**config.mk**
```make
export PLATFORM = sky130hd
export DESIGN_NAME = hazard_ctrl
export DESIGN_NICKNAME = d
export VERILOG_FILES = /design/src/rtl/hazard_ctrl.sv
export SDC_FILE = /design/constraint.sdc
export NUM_CORES = 1
export LEC_CHECK = 0
export ABC_CLOCK_PERIOD_IN_PS = 3200
export CAP_MARGIN = 20
export CELL_PAD_IN_SITES_DETAIL_PLACEMENT = 1
export CELL_PAD_IN_SITES_GLOBAL_PLACEMENT = 2
export CORE_MARGIN = 5
export CORE_UTILIZATION = 36
export DETAILED_ROUTE_END_ITERATION = 8
export DONT_BUFFER_PORTS = 1
export PLACE_DENSITY = 0.78
export SLEW_MARGIN = 20
export SYNTH_ARGS = -nofsm -noshare
export SYNTH_HDL_FRONTEND = slang
export SYNTH_SLANG_ARGS = --single-unit
```
**constraint.sdc**
```tcl
create_clock -name clk -period 3.2 [get_ports clk]
set_input_delay 0.64 -clock clk [delete_from_list [all_inputs] [get_ports clk]]
set_output_delay 0.64 -clock clk [all_outputs]
set_load 0.1 [all_outputs]
```
**src/rtl/hazard_ctrl.sv**
```systemverilog
// rtl/hazard_ctrl.sv - scoreboard interlock and flush controller beside the ID stage
module hazard_ctrl #(
    parameter int NREG     = 32,
    parameter int RAW_DIST = 3,
    parameter int CNT_W    = 32
) (
    input  logic                     clk,
    input  logic                     rst,
    input  logic                     id_valid,
    input  logic [$clog2(NREG)-1:0]  id_rs,
    input  logic [$clog2(NREG)-1:0]  id_rt,
    input  logic                     id_use_rs,
    input  logic                     id_use_rt,
    input  logic                     id_wr_en,
    input  logic [$clog2(NREG)-1:0]  id_wr_reg,
    input  logic                     id_jump,
    input  logic                     ex_br_taken,
    output logic                     pc_hold,
    output logic                     fd_hold,
    output logic                     fd_flush,
    output logic                     de_bubble,
    output logic [CNT_W-1:0]         stall_cnt,
    output logic [CNT_W-1:0]         flush_cnt
);

    localparam int RW = $clog2(NREG);
    localparam int PW = $clog2(RAW_DIST + 1);

    logic [NREG-1:0][PW-1:0] pend;
    logic rs_busy;
    logic rt_busy;
    logic stall;
    logic issue;
    logic load;
    logic flush_ev;

    always_comb begin
        rs_busy  = id_use_rs && (pend[id_rs] != '0);
        rt_busy  = id_use_rt && (pend[id_rt] != '0);
        // A taken branch kills the ID instruction, so it can never stall
        stall    = id_valid && !ex_br_taken && (rs_busy || rt_busy);
        issue    = id_valid && !stall && !ex_br_taken;
        load     = issue && id_wr_en && (id_wr_reg != '0);
        flush_ev = ex_br_taken || (id_jump && issue);
    end

    assign pc_hold   = stall;
    assign fd_hold   = stall;
    assign fd_flush  = flush_ev;
    assign de_bubble = stall || ex_br_taken;

    // Register 0 stays clear; a fresh load overrides the decrement (in-order WAW)
    always_ff @(posedge clk or negedge rst) begin
        if (!rst) begin
            pend <= '0;
        end else begin
            for (int r = 0; r < NREG; r++) begin
                if (r == 0)
                    pend[r] <= '0;
                else if (load && (id_wr_reg == RW'(r)))
                    pend[r] <= PW'(RAW_DIST);
                else if (pend[r] != '0)
                    pend[r] <= pend[r] - PW'(1);
            end
        end
    end

    always_ff @(posedge clk or negedge rst) begin
        if (!rst) begin
            stall_cnt <= '0;
            flush_cnt <= '0;
        end else begin
            if (stall && (stall_cnt != '1))
                stall_cnt <= stall_cnt + CNT_W'(1);
            if (flush_ev && (flush_cnt != '1))
                flush_cnt <= flush_cnt + CNT_W'(1);
        end
    end

endmodule
```
==> flow_summary.yaml <==
outcome:
  status: "finished, violations left"
  violations: "hold timing, setup timing"
clocking:
  cts_buffers: 17
  cts_tree: "yes"
  cts_root_buffer: "clkbuf_16"
  insertion_delay_ns: 0.42
  cts_htree_levels: 4
  cts_num_sinks: 126
  cts_max_path_buffers: 2
  clk_pin_slew_worst_paths_ns: 0.06
worst_setup_path:
  critical_path.top_delay_family: "compound AO/OA/AOI/OAI gates"
  cp-end-kind: "output port"
  path_class: "flop to output port"
  path_cells: "nor3_2, a2111oi_2, or4_1, a221o_1, a41o_4, o21ai_4, clkinvlp_4, buf_12"
  cp.required_ns: 2.56
  rr_startpoint: "pend[27]"
  cp_max_fo: 3
  slowest_delay_ns: 0.52
  critPathLaunchType: "flop"
  critPathLaunch: "pend[27]"
  crit_arrival_ns: 2.76
  slowest_stage: "or4_1"
  worst-path-buf-inv: 2
sta:
  layout_min_cycle_time_ns: 3.40
  finClkSkew_ns: 0.0106
  drv_slew: 0
  setup_violations: 4
  rsz0062_at_grt: "yes"
  final.period_utilization: 1.06
  tightest_slew_ns: 0.591
  max-slew-margin-rel: 0.603
  hold_viol_final: 126
  fin_ws_ns: -0.199
  max_freq_mhz: 294
  hold_ws_ns: -0.0895
power:
  ir_drop_v: 0.000502
  power_density_nw_per_um2: 886
  total_power_w: 0.00777
  leakage_nw: 4.18
placed_design:
  place_area_um2: 8080
  place_ws_ns: -0.0284
  gp_congestion: 0.824
  hpwlAfterDp_um: 15500
  port_buffers: 0
  dp_cells: 1092
floorplanning:
  die_area_um2: 23000
  coreArea_um2: 19600
  rows: 51
  dieWidth_um: 152
  io_pins: 91
  initial_core_util: 0.369
  fp.dieH_um: 152
global_routing:
  grt_max_degree: 127
  grt_pass1_wl_um: 34900
  grt_usage: 0.192
  grt_pass1_vias: 6648
  overflow: 0
  antenna_found_initial: 0
routing:
  remaining_drc_errors: 0
  wl_um: 21000
  drtIter0Drc: 350
  num_vias: 6024
  wire_per_inst_um: 18.6
  vias_per_cell: 5.34
  dr.pass1.iters: 4
  ant_nets: 0
yosys:
  async_flop_share: 1.00
  syn_area_per_cell_um2: 9.36
  ys_seq_elements: 126
  ys.flop_type: "dfrtp_1"
  yosys.area_share.xor_xnor: 0.108
  synth-adder-area-share: 0.0572
  synthMuxAreaShare: 0.0343
  synth_cells: 772
  synthSimpleGateAreaFrac: 0.239
  synth_warnings: 0
  synth_cell_types: 55
  yosysSeqAreaShare: 0.437
  syn-cell-area_um2: 7220
  synth_compound_area_frac: 0.0686
  synth-edff-count: 0
  synth_top_family_by_area: "simple AND/OR/NAND/NOR gates"
  synth_nets: 828
final_layout:
  nets: 908
  syn2layout_area_growth_pct: 21.4
  fin_cells: 1129
  design_area_um2: 8770
  drive_above_1_share: 0.178
  antenna_cells: 0
worst_hold_path:
  min_path_type: "primary input to asynchronous set/reset pin"
job:
  max-cap-violations: 0
[worst register-to-register path, cell delays in order, from the launching register on]
cell       delay (ns)
dfrtp_1          0.41
nor3_2           0.22
a2111oi_2        0.06
or4_1            0.52
a221o_1          0.36
a41o_4           0.24
buf_6            0.14
o21ai_4          0.16
buf_12           0.22
buf_4            0.20
nand4_1          0.12
xnor2_1          0.15
[cells by family after synthesis]
kind of cell	Yosys count
buffers and inverters	97
AO/OA/AOI/OAI	66
AND/OR/NAND/NOR	342
multiplexers	19
flip-flops	126
XOR/XNOR	89
adder cells (fa/ha/maj)	33
[cell usage after synthesis, types with 2 or more instances]
master | count | area share
nor4b_1 | 3 | 0.0036
or2_2 | 4 | 0.0035
nor3_1 | 40 | 0.028
nor2_1 | 44 | 0.023
a31oi_1 | 5 | 0.0043
xor2_1 | 59 | 0.072
inv_1 | 73 | 0.038
dfrtp_1 | 126 | 0.44
o2bb2ai_1 | 2 | 0.0024
mux2_2 | 16 | 0.025
nand4_1 | 29 | 0.025
nor4_1 | 9 | 0.0078
nand4b_1 | 2 | 0.0024
ha_1 | 33 | 0.057
and4_1 | 6 | 0.0073
or3_1 | 4 | 0.0035
a311oi_1 | 2 | 0.0024
a2111oi_0 | 5 | 0.0061
nand2b_1 | 5 | 0.0043
o311ai_0 | 2 | 0.0024
a211oi_1 | 5 | 0.0052
a21oi_1 | 9 | 0.0062
nor3b_1 | 5 | 0.0052
o21bai_1 | 2 | 0.0021
and2_1 | 4 | 0.0035
o211ai_1 | 21 | 0.022
o21a_1 | 2 | 0.0021
nand3_1 | 52 | 0.036
nor2b_1 | 9 | 0.0078
clkbuf_1 | 10 | 0.0052
buf_4 | 6 | 0.0062
buf_6 | 2 | 0.0031
and3_1 | 19 | 0.016
nand2_1 | 100 | 0.052
mux4_2 | 3 | 0.0094
buf_2 | 5 | 0.0035
o21ai_0 | 2 | 0.0014
xnor2_1 | 30 | 0.036
[registers in the layout, indices dropped and copies added, names as in the netlist]
register / count
pend: 62
flush_cnt: 32
stall_cnt: 32
[per-stage QoR]
stage / utilization / setup TNS (ns)
2_1_floorplan: - / -0.749
3_3_place_gp: 0.413 / 0
3_5_place_dp: 0.413 / -0.0652
4_1_cts: 0.447 / -0.821
5_1_grt: 0.447 / -1.23
6_report: 0.447 / -0.722
[per-layer routing]
metal | part of all wire | track usage
met1 | 0.41 | 0.229
met2 | 0.51 | 0.340
met3 | 0.058 | 0.0521
met4 | 0.015 | 0.0553
met5 | 0 | 0
[power breakdown]
| part | internal (W) | switching, W | total [W] |
|---|---|---|---|
| clock | 0.00116 | 0.000756 | 0.00192 |
| sequential | 0.00214 | 0.000484 | 0.00262 |
| combinational | 0.00128 | 0.00194 | 0.00323 |
| total | 0.00458 | 0.00318 | 0.00777 |
[worst paths after layout]
| check | cells after the start | slack, ns | to |
|---|---|---|---|
| setup / recovery | 8 | -0.20 | pc_hold |
| hold / removal | 0 | -0.09 | pend[31] |
| setup reg to reg | 11 | 0.29 | flush_cnt[13] |
| hold reg to reg | 2 | 0.54 | pend[47] |
| max in group asynchronous | 0 | 2.97 | pend[7] |
| min in group clk | 2 | 0.38 | pend[15] |
[repair_timing]
item / 4_1_cts / 5_1_grt
setup buffers: 3 / 2
gates resized for setup: 10 / 1
gates cloned: 1 / 0
endpoints found under the setup margin: 4 / 4
pin swaps: 5 / 1
hold endpoints to repair: 126 / 126
[cell usage in the layout (no fill, tap or decap), types with 4 or more instances in the layout]
| cell type | netlist | routed |
|---|---|---|
| buf_4 | 6 | 79 |
| or2_2 | 4 | 4 |
| a21oi_1 | 9 | 9 |
| a211oi_1 | 5 | 5 |
| nor2b_1 | 9 | 9 |
| ha_1 | 33 | 33 |
| nor3b_1 | 5 | 5 |
| xnor2_1 | 30 | 30 |
| clkinvlp_4 | 0 | 5 |
| xor2_1 | 59 | 59 |
| nor2_1 | 44 | 41 |
| and3_1 | 19 | 19 |
| inv_1 | 73 | 72 |
| nor4_1 | 9 | 9 |
| o211ai_1 | 21 | 21 |
| dfrtp_1 | 126 | 126 |
| nand4_1 | 29 | 29 |
| mux2_2 | 16 | 16 |
| nand2_1 | 100 | 100 |
| nor3_1 | 40 | 37 |
| a31oi_1 | 5 | 5 |
| and4_1 | 6 | 6 |
| nand3_1 | 52 | 52 |
| or3_1 | 4 | 4 |
| nand2b_1 | 5 | 5 |
| and2_1 | 4 | 4 |
| clkbuf_16 | 0 | 17 |
[final cells by class]
class,instances,area (um2)
multi-input combinational,549,3720
tap,265,332
timing repair buffer,85,708
clock buffer,18,439
fill,2266,10800
sequential,126,3150
clock inverter,13,140
inverter,73,278
Power figures use the tool's default switching activity.
